==> config.mk <==
export PLATFORM = sky130hd
export DESIGN_NAME = rm24_enc_ser
export DESIGN_NICKNAME = d
export VERILOG_FILES = /design/src/rtl/rm24_enc_ser.sv
export SDC_FILE = /design/constraint.sdc
export NUM_CORES = 1
export LEC_CHECK = 0
export CORE_MARGIN = 3
export CORE_UTILIZATION = 40
export CTS_BUF_LIST = sky130_fd_sc_hd__clkbuf_8
export DETAILED_ROUTE_END_ITERATION = 10
export GPL_TIMING_DRIVEN = 0
export PLACE_DENSITY = 0.67
export SETUP_SLACK_MARGIN = 0.2
export SLEW_MARGIN = 30
export SYNTH_ARGS = -nofsm -noshare
export SYNTH_HDL_FRONTEND = slang
export SYNTH_SLANG_ARGS = --single-unit
==> constraint.sdc <==
create_clock -name clk -period 2.2 [get_ports clk]
set_input_delay 0.33 -clock clk [delete_from_list [all_inputs] [get_ports clk]]
set_output_delay 0.33 -clock clk [all_outputs]
set_load 0.01 [all_outputs]
==> src/rtl/rm24_enc_ser.sv <==
// rm24_enc_ser: RM(2,4) encoder with one-word pending buffer and handshaked bit serializer
module rm24_enc_ser #(
  parameter bit MSB_FIRST = 1'b1,
  parameter int CNT_W = 16
) (
  input  logic             clk,
  input  logic             rst,
  input  logic [10:0]      msg_in,
  input  logic             msg_valid,
  output logic             msg_ready,
  output logic             ser_out,
  output logic             ser_valid,
  input  logic             ser_ready,
  output logic             ser_first,
  output logic             ser_last,
  output logic [15:0]      cw_out,
  output logic [CNT_W-1:0] words_sent
);
  typedef enum logic {IDLE, SHIFT} state_t;
  localparam logic [175:0] ROWS = {16'h8888, 16'hA0A0, 16'hC0C0, 16'hAA00, 16'hCC00, 16'hF000,
                                   16'hAAAA, 16'hCCCC, 16'hF0F0, 16'hFF00, 16'hFFFF};
  state_t state, state_n;
  logic [3:0] idx, idx_n;
  logic [15:0] code, pend_cw, pend_cw_n, cw_n;
  logic pend_full, pend_full_n, acc, hs, done, load;
  logic [CNT_W-1:0] words_n;
  always_comb begin
    code = '0;
    for (int k = 0; k < 11; k++) code = code ^ (msg_in[k] ? ROWS[16*k +: 16] : 16'h0);
  end
  assign msg_ready = !pend_full && !rst;
  assign acc = msg_valid && msg_ready;
  assign hs = state == SHIFT && ser_ready;
  assign done = hs && idx == 4'd15;
  assign load = pend_full && (state == IDLE || done);
  assign ser_valid = state == SHIFT;
  assign ser_first = ser_valid && idx == 4'd0;
  assign ser_last = ser_valid && idx == 4'd15;
  assign ser_out = ser_valid && cw_out[MSB_FIRST ? 4'd15 - idx : idx];
  always_comb begin
    state_n = load ? SHIFT : done ? IDLE : state;
    idx_n = load ? 4'd0 : hs ? idx + 4'd1 : idx;
    cw_n = load ? pend_cw : cw_out;
    pend_cw_n = acc ? code : pend_cw;
    pend_full_n = acc ? 1'b1 : load ? 1'b0 : pend_full;
    words_n = done ? words_sent + CNT_W'(1) : words_sent;
  end
  always_ff @(posedge clk) begin
    if (rst) begin
      state <= IDLE;
      idx <= '0;
      cw_out <= '0;
      pend_cw <= '0;
      pend_full <= 1'b0;
      words_sent <= '0;
    end else begin
      state <= state_n;
      idx <= idx_n;
      cw_out <= cw_n;
      pend_cw <= pend_cw_n;
      pend_full <= pend_full_n;
      words_sent <= words_n;
    end
  end
endmodule

==> impl_metrics.tcl, run 1 <==
set metrics [dict create \
    status "finished, violations left" \
    violations "setup timing" \
    chipHeight_um 86.02 \
    finalCritPeriodShare_pct 107.7 \
    route.met3.wl_um 254 \
    clockRootBuffer "clkbuf_8" \
    final_cells 407 \
    highest_layer "met4" \
    numPortBuffers 50 \
    antenna_found_initial 0 \
    core_area_um2 6061 \
    clkSinkCount 54 \
    skew_ps 11.06 \
    synthArstFlopShare_pct 0 \
    netlist_area_um2 2561 \
    first_iter_violations 89 \
    wl_um 5760 \
    grt_pass1_vias 1964 \
    wire_per_inst_um 14.15 \
    synth_edf_count 0 \
    critPathRequiredTime_ps 1870 \
    slew_viol_final 0 \
    drc 0 \
    synth_nets 282 \
    grt-ovfl-total 0 \
    place_congestion 0.7713 \
    cts_tree "yes" \
    rows 28 \
    hold_viol_final 0 \
    met1_length_um 2687 \
    first_pass_iters 4 \
    start_util_pct 42.26 \
    vias 2062 \
    placed_area_um2 3157 \
    dp.cells 389 \
    wl_met2_um 2752 \
    netlist.area_leader.share_pct 42.21 \
    grt_start_max_net_pins 16 \
    hold_path.class "in2reg" \
    finalSetupViolCount 1 \
    via_per_inst 5.066 \
    arrival_ps 2040 \
    syn_to_final_growth_pct 32.63 \
    fin_nets 350 \
    drtAntennaViolNets 0 \
    cts_max_level 2 \
    mostFrequentLayoutCell "dfxtp_1" \
    power_density_nw_per_um2 573.1 \
    tightest_slew_ps 554.3 \
    yosysSeqAreaShare_pct 42.21 \
    finalCriticalPeriod_ps 2369 \
    synth.ff_latch_count 54 \
    ios 52 \
    layout_common_cells "53 x dfxtp_1, 47 x clkdlybuf4s50_1, 31 x nor2_1, 28 x xnor2_1" \
    n_antenna_cell 0 \
    yosys_warnings 0 \
    cts_made_buffers 5 \
    power_mw 1.947 \
    critical_path_class "reg2out" \
    setup_ws_ps -169.4 \
    rsz0062_at_grt "true" \
    cts_hold_buf 0 \
    track_usage_pct 16.41 \
    synth_top_area_cell "dfxtp_1" \
    final_area_um2 3397 \
    fin_worst_hold_slack_ps 349.1 \
    cp-end-kind "output pin" \
    synth_cell_type_count 35 \
    peakVddDrop_v 0.0002832 \
    start_kind "flip-flop" \
    cts.clk_slew.worst_paths_ps 90 \
    die-area_um2 7399 \
    cp_max_fo 5 \
    postSynthAreaPerCell_um2 9.702 \
    maxCapViolations 0 \
    clockBufferDepth 2 \
    syn_inst 264 \
    grt_pass1_wl_um 9646 \
    clock_latency_ps 310 \
    fmax_mhz 422.0 \
    pre_cts_ws_ps -391.6 \
    chipWidth_um 86.02 \
    dp_hpwl_um 4269 \
    drive_gt1_share_pct 15.06 \
    p_leak_nw 1.184 \
    synth_top_flop_cell "dfxtp_1" \
    synth.area.top_cells "dfxtp_1 42%, xnor2_1 9.6%, mux2i_1 6.3%" \
    slew_headroom_pct 63.05 \
]
==> synth_stat cells (2+ instances only) <==
cell type	instances
or4_1	4
xnor2_1	28
nand2_1	14
xor2_1	5
nand3_1	4
nand4_1	4
nor2b_1	4
o31ai_1	4
dfxtp_1	54
buf_2	5
o21ai_0	16
and2_1	2
ha_1	3
and4_1	2
mux4_2	4
xnor3_1	2
or3_1	6
nor2_1	32
mux2_2	4
mux2i_1	16
a21oi_1	11
nand3b_1	12
clkbuf_1	8
nor4_1	4
inv_1	6
==> sequential cells by signal (all words and copies together) (netlist names) <==
signal and flops:
pend_full 1, ser_valid 1, pend_cw 16, idx 4
cw_out 16, words_sent 16
==> final timing paths <==
| check | from | end | slack [ps] | depth (start not counted) |
|---|---|---|---|---|
| max reg2reg | idx[0] | words_sent[14] | 230 | 8 |
| max | idx[0] | ser_out | -170 | 5 |
| min reg2reg | words_sent[15] | words_sent[15] | 490 | 2 |
| min | msg_in[0] | pend_cw[0] | 350 | 3 |
==> critical path, stage by stage, from the launching register on <==
cell and delay, ps:
dfxtp_2 360, buf_8 120, mux4_2 510, mux4_2 470, and2_1 140, buf_2 130
==> cells by family (layout without fill, tap and decap cells) <==
logic type / count (synthesis) / in the layout / synth area share [%]
AOI/OAI and AO/OA: 32 / 32 / 6.742
xor gates and xnor gates: 36 / 36 / 13.97
adders and majority gates: 3 / 3 / 1.466
buffers and inverters: 20 / 88 / 3.322
DFF: 54 / 54 / 42.21
muxes: 25 / 25 / 12.56
and+or+nand+nor: 94 / 94 / 19.74
==> area by class of cell <==
type | instances | area (µm²)
inverter | 6 | 22.52
clock inverter | 2 | 11.26
multi-input combinational | 190 | 1445
timing repair buffer | 61 | 574.3
tap | 75 | 93.84
sequential | 54 | 1082
clock buffer | 5 | 68.82
buffer | 14 | 98.84
fill | 555 | 2664
==> where the power goes <==
part	internal, mW	switching, mW
clock	0.214	0.314
sequential	1.03	0.0390
combinational	0.194	0.154
==> layer usage <==
metal / track usage, % / vias up
met5: 0 / -
met4: 5.180 / 0
li1: - / 1046
met1: 21.13 / 966
met3: 3.458 / 6
met2: 27.40 / 44
==> through the flow <==
| stage | util [%] | TNS, ps |
|---|---|---|
| 2_1_floorplan | - | 0 |
| 3_3_place_gp | 52.09 | -472.9 |
| 3_5_place_dp | 52.09 | -489.8 |
| 4_1_cts | 54.13 | -196.6 |
| 5_1_grt | 56.05 | -210.8 |
| 6_report | 56.05 | -169.4 |
==> what timing repair did <==
action / 4_1_cts / 5_1_grt
setup endpoints to repair: 6 / 18
buffers inserted: 4 / 7
gates resized for setup: 16 / 23
gates cloned: 0 / 0
hold endpoints to repair: 0 / 0
pin swaps: 1 / 5
(Power assumes the default switching activity.)
==> run 2: changes to the inputs <==
--- a/config.mk
+++ b/config.mk
@@ -5,12 +5,14 @@
 export SDC_FILE = /design/constraint.sdc
 export NUM_CORES = 1
 export LEC_CHECK = 0
+export CELL_PAD_IN_SITES_DETAIL_PLACEMENT = 1
+export CELL_PAD_IN_SITES_GLOBAL_PLACEMENT = 1
 export CORE_MARGIN = 3
-export CORE_UTILIZATION = 40
+export CORE_UTILIZATION = 36
 export CTS_BUF_LIST = sky130_fd_sc_hd__clkbuf_8
 export DETAILED_ROUTE_END_ITERATION = 10
 export GPL_TIMING_DRIVEN = 0
-export PLACE_DENSITY = 0.67
+export PLACE_DENSITY_LB_ADDON = 0.1
 export SETUP_SLACK_MARGIN = 0.2
 export SLEW_MARGIN = 30
 export SYNTH_ARGS = -nofsm -noshare
==> impl_metrics.tcl, run 2 (synthesized netlist as in run 1, its figures left out) <==
set metrics [dict create \
    clockRootBuffer "clkbuf_8" \
    grt_use_met3_pct 2.750 \
    hold_path.class "in2reg" \
    grt_start_max_net_pins 16 \
    busiest_layer "met2" \
    drc 0 \
    fin_worst_hold_slack_ps 334.4 \
    status "finished, violations left" \
    rsz0062_at_grt "true" \
    multi_input_area_um2 1403 \
    top_regs "cw_out (16), pend_cw (16), words_sent (16)" \
    clock_latency_ps 300 \
    intPower_mw 1.467 \
    wl_um 6431 \
    cp_max_fo 6 \
    skew_ps 8.604 \
    slew_viol_final 0 \
    finalCriticalPeriod_ps 2386 \
    vias 2077 \
    cp-end-kind "output pin" \
    fin_nets 346 \
    cpPeakStageDelay_ps 520 \
    slew_headroom_pct 63.39 \
    cts_max_level 2 \
    maxCapViolations 0 \
    first_pass_iters 4 \
    antenna_found_initial 0 \
    use_met2_pct 29.56 \
    power.switching_mw 0.5018 \
    n_antenna_cell 0 \
    core_area_um2 6832 \
    track_usage_pct 16.19 \
    placed_area_um2 3183 \
    regArea_um2 1085 \
    mostFrequentLayoutCell "dfxtp_1" \
    drtAntennaViolNets 0 \
    cts_hold_buf 0 \
    cts_made_buffers 5 \
    power_density_nw_per_um2 584.2 \
    fin_setup_tns_ps -185.7 \
    timing.critical_path.buf_inv 2 \
    final_cells 425 \
    start_kind "flip-flop" \
    rows 30 \
    violations "setup timing" \
    critical_path_class "reg2out" \
    drive_gt1_share_pct 12.46 \
    grt_use_met1_pct 20.14 \
    first_iter_violations 51 \
    chipWidth_um 90.35 \
    dp.cells 410 \
    power_mw 1.969 \
    peakVddDrop_v 0.0002772 \
    cts.clk_slew.worst_paths_ps 100 \
    finalSetupViolCount 1 \
    worst_path_most_repeated_cell "mux4_2" \
    p_leak_nw 1.181 \
    clkSinkCount 54 \
    layout_common_cells "51 x dfxtp_1, 46 x clkdlybuf4s50_1, 31 x nor2_1, 28 x xnor2_1" \
    clockBufferDepth 2 \
    pwr-share-seq_pct 54.3 \
    cts_tree "yes" \
    switching_share_pct 25.48 \
    dp_hpwl_um 4851 \
    fillerInstances 808 \
    syn_to_final_growth_pct 31.61 \
    grt-ovfl-total 0 \
    hold_viol_final 0 \
    start_util_pct 37.49 \
    setup_ws_ps -185.7 \
    arrival_ps 2060 \
    combinationalPowerShare_pct 17.3 \
    finalCritPeriodShare_pct 108.4 \
    wire_per_inst_um 15.13 \
    final_area_um2 3371 \
    die-area_um2 8162 \
    critical-path-slowest-cell "mux4_2" \
    critPathRequiredTime_ps 1870 \
    grt_pass1_vias 2103 \
    chipHeight_um 90.35 \
    path_delay_family "multiplexers" \
    via_per_inst 4.887 \
    place_congestion 0.7348 \
    numPortBuffers 50 \
    ios 52 \
    crit_path_cell_trace "buf_8 -> mux4_2 -> mux4_2 -> and2_4 -> buf_6" \
    tightest_slew_ps 549.1 \
    fmax_mhz 419.2 \
    grt_pass1_wl_um 10810 \
    p_clk_share_pct 28.4 \
]
-- run 2: routing by layer --
metal	wire length (µm)	part of all wire (%)
met5	0	0
met4	27	0.42
met3	201	3.1
met2	3291	51
met1	2911	45
-- run 2: stage by stage --
stage          setup slack, ps  util, %
6_report                -185.7    49.34
5_1_grt                 -252.0    49.34
4_1_cts                 -216.6    49.34
3_5_place_dp            -407.8    46.59
3_3_place_gp            -395.8    46.59
2_1_floorplan            201.4        -
-- run 2: area by class of cell --
cell class                 instances  share of cell area (%)
inverter                           6                  0.6682
clock inverter                     2                  0.2598
timing repair buffer              57                   16.44
clock buffer                       6                   2.450
multi-input combinational        190                   41.61
tap                               96                   3.563
buffer                            14                   2.821
sequential                        54                   32.18
-- run 2: repair_timing --
item / CTS / global route
gates resized for setup: 25 / 4
pin swaps: 2 / 0
setup endpoints to repair: 18 / 16
setup buffers: 7 / 0
-- run 2: final timing paths --
kind	cells past startpoint	slack [ps]	end	start
hold / removal	3	330	pend_cw[0]	msg_in[0]
setup / recovery	5	-190	ser_out	idx[0]
setup reg to reg	6	200	words_sent[15]	idx[1]
hold reg to reg	2	490	pend_cw[0]	pend_cw[0]
-- run 2: power groups by stage --
| stage | logic, mW | registers [mW] | clock network (mW) |
|---|---|---|---|
| global placement | 0.334 | 1.09 | 0 |
| finish | 0.340 | 1.07 | 0.560 |
| detailed placement | 0.338 | 1.09 | 0 |
| floorplan | 0.222 | 1.08 | 0 |
| CTS | 0.346 | 1.07 | 0.578 |
| global route | 0.373 | 1.08 | 0.625 |
-- run 2: worst min-delay path, stage by stage --
cell and delay, ps:
buf_2 150, nand3_1 70, nand2_1 40
